[config.mk]
export PLATFORM = sky130hd
export DESIGN_NAME = alu_sequencer
export DESIGN_NICKNAME = d
export VERILOG_FILES = /design/src/rtl/alu_pkg.sv /design/src/rtl/alu_decode.sv /design/src/rtl/alu_sequencer.sv
export SDC_FILE = /design/constraint.sdc
export NUM_CORES = 1
export LEC_CHECK = 0
export CAP_MARGIN = 10
export CORE_AREA = 2 2 220 222
export CTS_CLUSTER_DIAMETER = 60
export DETAILED_ROUTE_END_ITERATION = 8
export DIE_AREA = 0 0 222 224
export GPL_TIMING_DRIVEN = 0
export PLACE_DENSITY_LB_ADDON = 0.1
export SYNTH_ARGS = -nofsm -noshare
export SYNTH_HDL_FRONTEND = slang
export SYNTH_HIERARCHICAL = 1
export SYNTH_SLANG_ARGS = --single-unit
[constraint.sdc]
create_clock -name clk_in -period 4.02 [get_ports clk_in]
set_input_delay 0.402 -clock clk_in [delete_from_list [all_inputs] [get_ports clk_in]]
set_output_delay 0.402 -clock clk_in [all_outputs]
set_load 0.02 [all_outputs]
[src/rtl/alu_pkg.sv]
// Shared ALU opcodes, RISC-V opcode constants and execute-stage types.
package alu_pkg;

  localparam int unsigned XLEN_W = 64;

  localparam logic [2:0] OP_AND = 3'b000;
  localparam logic [2:0] OP_OR  = 3'b001;
  localparam logic [2:0] OP_ADD = 3'b010;
  localparam logic [2:0] OP_SUB = 3'b110;

  localparam logic [6:0] OPC_R      = 7'b0110011;
  localparam logic [6:0] OPC_I      = 7'b0010011;
  localparam logic [6:0] OPC_LOAD   = 7'b0000011;
  localparam logic [6:0] OPC_STORE  = 7'b0100011;
  localparam logic [6:0] OPC_BRANCH = 7'b1100011;

  typedef enum logic [1:0] {
    KIND_REG     = 2'd0,
    KIND_MEM     = 2'd1,
    KIND_BRANCH  = 2'd2,
    KIND_ILLEGAL = 2'd3
  } kind_t;

  typedef enum logic [1:0] {
    ST_IDLE = 2'd0,
    ST_EXEC = 2'd1,
    ST_DONE = 2'd2
  } state_t;

  typedef struct packed {
    logic [2:0]        op;
    logic [XLEN_W-1:0] a;
    logic [XLEN_W-1:0] b;
    kind_t             kind;
    logic [4:0]        rd;
    logic              we;
    logic              bne;
    logic [XLEN_W-1:0] bimm;
  } dec_t;

endpackage

[src/rtl/alu_decode.sv]
// Combinational decode of one instruction slot into ALU drive and record fields.
module alu_decode
  import alu_pkg::*;
(
  input  logic [31:0]       instr,
  input  logic [XLEN_W-1:0] rs1,
  input  logic [XLEN_W-1:0] rs2,
  output dec_t              dec_c
);

  logic [6:0]        opcode;
  logic [2:0]        funct3;
  logic [6:0]        funct7;
  logic [XLEN_W-1:0] imm_i;
  logic [XLEN_W-1:0] imm_s;
  logic              legal;
  logic              unused_rs1_field;

  assign opcode = instr[6:0];
  assign funct3 = instr[14:12];
  assign funct7 = instr[31:25];
  assign imm_i  = {{(XLEN_W-12){instr[31]}}, instr[31:20]};
  assign imm_s  = {{(XLEN_W-12){instr[31]}}, instr[31:25], instr[11:7]};
  // Register specifiers are resolved upstream; only their data arrives here.
  assign unused_rs1_field = ^instr[19:15];

  always_comb begin
    legal      = 1'b1;
    dec_c      = '0;
    dec_c.op   = OP_ADD;
    dec_c.a    = rs1;
    dec_c.b    = rs2;
    dec_c.kind = KIND_REG;
    case (opcode)
      OPC_R: begin
        if (funct3 == 3'b000 && funct7 == 7'b0000000)      dec_c.op = OP_ADD;
        else if (funct3 == 3'b000 && funct7 == 7'b0100000) dec_c.op = OP_SUB;
        else if (funct3 == 3'b111)                         dec_c.op = OP_AND;
        else if (funct3 == 3'b110)                         dec_c.op = OP_OR;
        else                                               legal = 1'b0;
      end
      OPC_I: begin
        dec_c.b = imm_i;
        case (funct3)
          3'b000:  dec_c.op = OP_ADD;
          3'b111:  dec_c.op = OP_AND;
          3'b110:  dec_c.op = OP_OR;
          default: legal = 1'b0;
        endcase
      end
      OPC_LOAD: begin
        dec_c.b    = imm_i;
        dec_c.kind = KIND_MEM;
      end
      OPC_STORE: begin
        dec_c.b    = imm_s;
        dec_c.kind = KIND_MEM;
      end
      OPC_BRANCH: begin
        dec_c.op   = OP_SUB;
        dec_c.kind = KIND_BRANCH;
        if (funct3 != 3'b000 && funct3 != 3'b001) legal = 1'b0;
      end
      default: legal = 1'b0;
    endcase
    // Illegal slots still drive a harmless ADD of zeros into the ALU.
    if (!legal) begin
      dec_c.op   = OP_ADD;
      dec_c.a    = '0;
      dec_c.b    = '0;
      dec_c.kind = KIND_ILLEGAL;
    end
    dec_c.rd   = (dec_c.kind == KIND_REG) ? instr[11:7] : 5'd0;
    dec_c.we   = (dec_c.kind == KIND_REG) && (instr[11:7] != 5'd0);
    dec_c.bne  = instr[12];
    dec_c.bimm = {{(XLEN_W-13){instr[31]}}, instr[31], instr[7], instr[30:25], instr[11:8], 1'b0};
  end

endmodule

[src/rtl/alu_sequencer.sv]
// Execute-stage front end: registers ALU drive on acceptance, captures the
// ALU result one cycle later and holds a writeback/branch record until taken.
module alu_sequencer
  import alu_pkg::*;
#(
  parameter int unsigned XLEN = 64
) (
  input  logic            clk_in,
  input  logic            reset_in,
  input  logic            instr_valid_in,
  output logic            instr_ready_out,
  input  logic [31:0]     instr_in,
  input  logic [XLEN-1:0] pc_in,
  input  logic [XLEN-1:0] rs1_data_in,
  input  logic [XLEN-1:0] rs2_data_in,
  output logic [XLEN-1:0] operand1_out,
  output logic [XLEN-1:0] operand2_out,
  output logic [2:0]      aluOpcode_out,
  input  logic [XLEN-1:0] aluResult_in,
  input  logic            aluZero_in,
  output logic            wb_valid_out,
  input  logic            wb_ready_in,
  output logic [1:0]      wb_kind_out,
  output logic [4:0]      wb_rd_out,
  output logic            wb_we_out,
  output logic [XLEN-1:0] wb_data_out,
  output logic            branch_taken_out,
  output logic [XLEN-1:0] branch_target_out
);

  state_t          state;
  dec_t            dec_c;
  logic            accept_c;
  kind_t           kind_q;
  logic [4:0]      rd_q;
  logic            we_q;
  logic            bne_q;
  logic [XLEN-1:0] target_q;

  alu_decode u_decode (
    .instr (instr_in),
    .rs1   (rs1_data_in),
    .rs2   (rs2_data_in),
    .dec_c (dec_c)
  );

  // A finished record frees the slot in the same cycle the consumer takes it.
  assign instr_ready_out = (state == ST_IDLE) || ((state == ST_DONE) && wb_ready_in);
  assign accept_c        = instr_valid_in && instr_ready_out;

  always_ff @(posedge clk_in) begin
    if (reset_in) begin
      state             <= ST_IDLE;
      aluOpcode_out     <= OP_ADD;
      operand1_out      <= '0;
      operand2_out      <= '0;
      kind_q            <= KIND_REG;
      rd_q              <= '0;
      we_q              <= 1'b0;
      bne_q             <= 1'b0;
      target_q          <= '0;
      wb_valid_out      <= 1'b0;
      wb_kind_out       <= '0;
      wb_rd_out         <= '0;
      wb_we_out         <= 1'b0;
      wb_data_out       <= '0;
      branch_taken_out  <= 1'b0;
      branch_target_out <= '0;
    end else begin
      if (accept_c) begin
        aluOpcode_out <= dec_c.op;
        operand1_out  <= dec_c.a;
        operand2_out  <= dec_c.b;
        kind_q        <= dec_c.kind;
        rd_q          <= dec_c.rd;
        we_q          <= dec_c.we;
        bne_q         <= dec_c.bne;
        target_q      <= (dec_c.kind == KIND_BRANCH) ? pc_in + dec_c.bimm : '0;
      end
      case (state)
        ST_IDLE: if (accept_c) state <= ST_EXEC;
        ST_EXEC: begin
          wb_valid_out      <= 1'b1;
          wb_kind_out       <= kind_q;
          wb_rd_out         <= rd_q;
          wb_we_out         <= we_q;
          wb_data_out       <= aluResult_in;
          branch_taken_out  <= (kind_q == KIND_BRANCH) && (aluZero_in ^ bne_q);
          branch_target_out <= target_q;
          state             <= ST_DONE;
        end
        ST_DONE: begin
          if (wb_ready_in) begin
            wb_valid_out <= 1'b0;
            state        <= accept_c ? ST_EXEC : ST_IDLE;
          end
        end
        default: state <= ST_IDLE;
      endcase
    end
  end

endmodule

==> results.toml <==
[synthesis]
synth_cell_type_count = 80
synth.net_count = 2666
synthesis.instances = 2309
avgSynthCellArea_sq_um = 7.55
synth_edf_count = 0
syn_area_sq_um = 17400
ys_ff_latch = 344
yosysSeqAreaShare_pct = 39.5
async_reset_ff_share_pct = 0
synthFlopType = "dfxtp_1"
ys_warn_count = 6

[routing]
via_per_inst = 5.17
drtPass1Iterations = 7
drtIter0Drc = 1227
route.detailed.drc = 0
vias = 18500
wl_per_cell_um = 19.4
routed_wl_um = 69100
postRouteAntennaNets = 0

[layout]
nNetsFinal = 3267
finish.instance_area_sq_um = 25200
multiInputGateArea_sq_um = 9250
final_util_pct = 53.3
drive_gt1_share_pct = 6.63
seq_area_sq_um = 6890
area_growth_pct = 44.7
n_fill_cell = 4656
instances_no_fill = 3567

[timing]
hold_viol = 0
tightest_slew_ns = 0.871
tns_ns = 0
period_share_pct = 93.8
final-setup-viol-count = 0
fin_ws_ns = 0.248
max_slew_margin_pct = 41.9
slew_viol_final = 0
period_minus_slack_ns = 3.77
rsz0062_at_grt = "no"
fmax_ghz = 0.265
fin_skew_ns = 0.0153

[setup_path]
critPathArrivalTime_ns = 4.23
critPathMaxFanout = 6
worstSetupPathType = "primary input to flop"
startpoint_type = "primary input"
endpoint_kind = "flop"
reg2regPathDepth = 7
cp.required_ns = 4.47

[cts]
numCtsBuffers = 43
clkTransAtPathRegs_ns = 0.05
cts_sinks = 344
cts.path.max_buffers = 3
cts_setup_buffers = 0
clkLatencyLatePin_ns = 0.57
postCtsHoldBufs = 0
root_buffer = "clkbuf_16"
cts_tree = "done"
htree_levels = 2

[min_path]
whs_path_depth = 5
hp-class = "primary input to flop"

[global_route]
grt_overflow = 0
grt_max_degree = 30
grt_pass1_vias = 17300
antenna_found_initial = 12
grt.total_usage_pct = 26.6
grt_pass1_wl_um = 103000

[floorplanning]
fp-row-count = 80
core_area_sq_um = 47300
initial_core_util_pct = 36.8
die-area_sq_um = 49700
die_h_um = 224
die_width_um = 222
pin_count = 563

[power]
vdd_drop_max_mv = 0.334
power_density_nw_per_um2 = 354
power.leakage_nw = 9.06

[placement]
dp_hpwl_um = 55000
place_area_sq_um = 23800
io_buffers = 554
dpl_worst_slack_ns = -0.292
place.gp.congestion = 0.946
dp_cells = 3480

[run]
maxCapViolCount = 0

[run_status]
outcome = "finished, final reports clean"
[placed cells by master (no fill, tap or decap), drive strengths merged, types with 5 or more instances in the layout]
master / n
a211oi: 14
a21boi: 66
a21o: 33
a21oi: 455
a22o: 7
a22oi: 25
a31oi: 9
and2: 5
and3: 7
buf: 96
clkbuf: 209
clkdlybuf4s50: 553
clkinv: 14
dfxtp: 344
diode: 9
ha: 63
inv: 28
mux2i: 7
nand2: 636
nand2b: 8
nand3: 22
nand4: 22
nor2: 67
nor2b: 7
nor3: 12
nor3b: 9
nor4: 11
o211ai: 7
o21a: 12
o21ai: 66
o21bai: 9
o22ai: 7
o31ai: 8
xnor2: 39
xor2: 21
[power breakdown]
part           switching [mW]  total (mW)  internal, mW
registers              0.0250        3.48          3.45
clock network            1.57        3.90          2.33
logic                   0.849        1.55         0.697
total                    2.45        8.93          6.48
[stage by stage]
| step | hold slack (ns) | total power [mW] |
|---|---|---|
| after floorplan | 0.425 | 4.43 |
| after global placement | 0.434 | 5.08 |
| after detailed placement | 0.439 | 5.08 |
| after CTS | 0.270 | 9.00 |
| after global routing | 0.334 | 9.29 |
| final | 0.307 | 8.93 |
[area by class of cell]
type / instances / share of cell area [%]
clock buffers: 54 / 4.75
clock inverters: 24 / 0.942
flip-flops and latches: 344 / 27.3
inverters: 22 / 0.327
well taps: 615 / 3.05
plain buffers: 248 / 4.88
multi-input cells: 1695 / 36.6
repair buffers: 556 / 22.0
diodes: 9 / 0.0892
[Yosys cell counts, types with 22 or more instances]
master    number  area, sq um
a21o_1        33          248
a21oi_1      453         2270
buf_4         66          495
ha_1          63          788
inv_1         22         82.6
a21boi_0      53          398
nand4_1       22          138
dfxtp_1      344         6890
xnor2_1       39          342
a22oi_1       24          180
o21ai_0       42          210
nand2_1      636         2390
nor2_1        65          244
clkbuf_1     154          578
[flip-flops by register name (all words and copies together), names as in the netlist]
register,count
wb_kind_out,2
wb_rd_out,5
target_q,64
wb_data_out,64
aluOpcode_out,3
operand1_out,64
rd_q,5
branch_taken_out,1
wb_valid_out,1
branch_target_out,64
bne_q,1
kind_q,2
state,2
wb_we_out,1
we_q,1
operand2_out,64
[kinds of logic (layout without fill, tap and decap cells)]
logic type,count (synthesis),count (layout),synth area share [%]
buffers and inverters,270,904,7.53
adder cells (fa/ha/maj),64,64,4.63
AND/OR/NAND/NOR,819,819,19.5
multiplexers,7,7,0.402
AO/OA/AOI/OAI,744,744,25.4
other,1,10,0.0215
flip-flops,344,344,39.5
XOR/XNOR,60,60,3.01
[worst max-delay path, cell delays in order]
cell,delay (ns)
clkdlybuf4s50_1,0.58
buf_4,0.15
inv_1,0.04
fa_1,0.42
nor2b_1,0.18
o2111a_1,0.21
o21a_1,0.26
a21o_1,0.26
nor3b_2,0.27
o21bai_1,0.14
a22oi_2,0.31
a41oi_1,0.34
o31ai_2,0.34
mux2i_1,0.22
nand3_1,0.08
[per-layer routing]
layer / vias up / track usage (%) / share of wire [%] / wire, um
li1: 9055 / - / - / -
met1: 8667 / 34.3 / 44 / 30300
met2: 616 / 44.2 / 47 / 32600
met3: 106 / 5.17 / 6.1 / 4190
met4: 6 / 9.66 / 2.8 / 1920
met5: - / 0 / 0.064 / 44
[timing repair]
item,in CTS,in global routing
endpoints found under the setup margin,0,14
hold endpoints to repair,0,0
resized for setup,0,1
[final timing paths]
check	from	end	slack, ns
worst min-delay path	instr_in[4]	aluOpcode_out[0]	0.31
worst max-delay path	instr_in[8]	target_q[60]	0.25
worst min register to register	target_q[30]	target_q[30]	0.45
worst max register to register	state[0]	operand2_out[1]	1.28
(Power assumes the default switching activity.)
==> patch: new RTL, same flow settings <==
Reset style: asynchronous (`reset_in`), changed in one clocked block.
--- a/src/rtl/alu_sequencer.sv
+++ b/src/rtl/alu_sequencer.sv
@@ -49,5 +49,5 @@
   assign accept_c        = instr_valid_in && instr_ready_out;
 
-  always_ff @(posedge clk_in) begin
+  always_ff @(posedge clk_in or posedge reset_in) begin
     if (reset_in) begin
       state             <= ST_IDLE;
Function: differs if reset_in is asserted again (counterexample within 4 cycles, from zero or initial values and one cycle with reset_in high); with reset_in held inactive, the same outputs for 4 cycles.
==> patch against the unedited design <==
Area after synthesis grew 8.2%. Via count down 1.4%. Wire length increased by 0.75%. Power up 19%. Global-route usage up 0.89 points. Sequential cell count did not move. Sequential power up 14%. Setup slack got worse by 130 ps. Cell area up 6.0%. Clock power is 5% lower. Core utilization rose by 3.2 points. Critical path type unchanged. Critical endpoint is now target_q[58]. Largest cell class unchanged. Largest power group is now registers. Highest routed layer unchanged.
==> patch: results (changes against the unedited design) <==
| Group | Item | Reported | vs unedited |
|:---|:---|:---|:---|
| global route | Tot GR Track Use | 27.47% | +0.89 points |
| global route | Wire length of the first global-routing pass | 105.5 mm | +2.4% |
| drt | Vias per Instance | 5.086 | -1.7% |
| global route | Maximum number of pins on one net before global-route repair | 47 | +57% |
| final layout | Final net count | 3279 | +0.37% |
| global route | Initial antenna violation count | 17 | +5 |
| critical path | Critical path fanouts, max | 10 | +4 |
| logic synthesis | Portion of the post-synthesis area used by sequential elements | 45.60% | +6.1 points |
| logic synthesis | Top cells by count, synth | sky130_fd_sc_hd__nand2_1, sky130_fd_sc_hd__dfrtp_1, sky130_fd_sc_hd__a21oi_1 |  |
| final layout | Share of final-layout standard cells stronger than drive strength 1 | 7.182% | +0.56 points |
| critical path | Master of the slowest instance on the critical path | sky130_fd_sc_hd__nand3b_1 |  |
| sta | Worst hold margin | 289.1 ps | -18.18 ps |
| drt | TritonRoute pass-1 iters | 5 | -2 |
| drt | M1 wire length | 27.61 mm | -9.0% |
| critical path | Critical Path Start | instr_in[2] |  |
| drt | Number of violations reported at the end of detailed-routing iteration 0 | 1090 | -11% |
| logic synthesis | Post-synth net total | 2671 | +0.19% |
| status | Outcome | finished clean |  |
| drt | Total wire length after detailed routing | 69.59 mm | +0.75% |
| placement | GP Congestion | 0.8990 | -5.0% |
| critical path | Worst R2R Setup Slack | 930 ps | -350 ps |
| logic synthesis | Library cells used by synthesis | 90 | +13% |
| clocking | Cell at the root of the clock tree | sky130_fd_sc_hd__clkbuf_16 |  |
| power | Leakage Power | 12.75 nW | +41% |
| placement | Final HPWL DP | 54.34 mm | -1.1% |
| clocking | Latest clock arrival within the worst-skew pair | 570 ps | about the same |
| critical path | Cell class contributing the biggest share of worst-path delay | buffers and inverters |  |
| clocking | Number of buffers inserted during clock tree synthesis | 41 | -4.7% |
| power | Worst vdd rail ir drop | 263.0 uV | -21% |
| critical path | Data arrival time of the critical path | 4360 ps | +130 ps |
| critical path | Max incr delay on CP | 660 ps | +80 ps |
| drt | Routed wire per std cell | 19.45 um | +0.47% |
| global route | Vias in the first global route | 18220 | +5.2% |
| critical path | Reg2reg start | state[1] |  |
| logic synthesis | Post-Synthesis Mean Instance Area | 8.159 sq um | +8.0% |
| logic synthesis | Async set-or-reset flop fraction in the synthesized netlist | 100.0% | +100 points |
| drt | Wire length on met3 | 5.410 mm | +29% |
| placement | Count of placed standard cells including taps | 3494 | +0.40% |
| final layout | Number of fillers in the final layout | 4455 | -4.3% |
| drt | Met2 WL | 34.58 mm | +6.1% |
| sta | Relative slew slack | 39.27% | -2.6 points |
| logic synthesis | Cells taking the most area after synthesis | sky130_fd_sc_hd__dfrtp_1, sky130_fd_sc_hd__nand2_1, sky130_fd_sc_hd__a21oi_1 |  |
[patch: stage by stage]
step                      util [%]  instance area [sq um]  setup slack, ps
after floorplan                  -                  18880           -983.7
after global placement       53.22                  25200            -3527
after detailed placement     53.67                  25410           -471.3
after CTS                    56.48                  26740            146.0
after global routing         56.53                  26760            49.76
final                        56.54                  26770            122.0
[patch: per-layer routing]
metal  GRT usage, %  vias up
met3          8.421      121
met4          8.871       16
li1               -     8842
met2          47.70      557
met1          32.47     8656
met5              0        -
[patch: cells by family (layout without fill, tap and decap cells)]
family,count (synthesis),after routing,synth area share (%)
and+or+nand+nor,1123,1123,24.54
DFF,344,344,45.60
buffers and inverters,243,881,6.600
other,1,11,0.01986
xor gates and xnor gates,57,57,2.644
muxes,6,6,0.3181
AOI/OAI and AO/OA,476,476,16.00
adders and majority gates,64,64,4.281
[patch: cell type report]
type	count	share of cell area [%]
Multi-Input combinational cell	1727	33.74
Sequential cell	344	32.16
Timing Repair Buffer	565	21.49
Clock buffer	55	4.296
Buffer	213	4.235
Tap cell	615	2.875
Clock inverter	18	0.6778
Inverter	30	0.4347
Antenna cell	10	0.09349
[patch: report_power, final]
part	total (mW)	internal [mW]	switching [mW]	leakage, nW
sequential	3.98	3.79	0.190	4.68
combinational	2.96	1.28	1.68	7.43
clock	3.71	2.15	1.56	0.642
total	10.7	7.23	3.43	12.7
[patch: tightest hold or removal path, delay by kind of cell]
family | cells | cell delay (ps)
buf+inv | 1 | 160
simple gates | 4 | 240
[patch: final timing paths]
check	end	cells after the start
min reg2reg	aluOpcode_out[1]	2
max	target_q[58]	10
min	aluOpcode_out[0]	5
min in group asynchronous	operand1_out[36]	2
max in group asynchronous	wb_data_out[36]	6
max reg2reg	target_q[58]	8
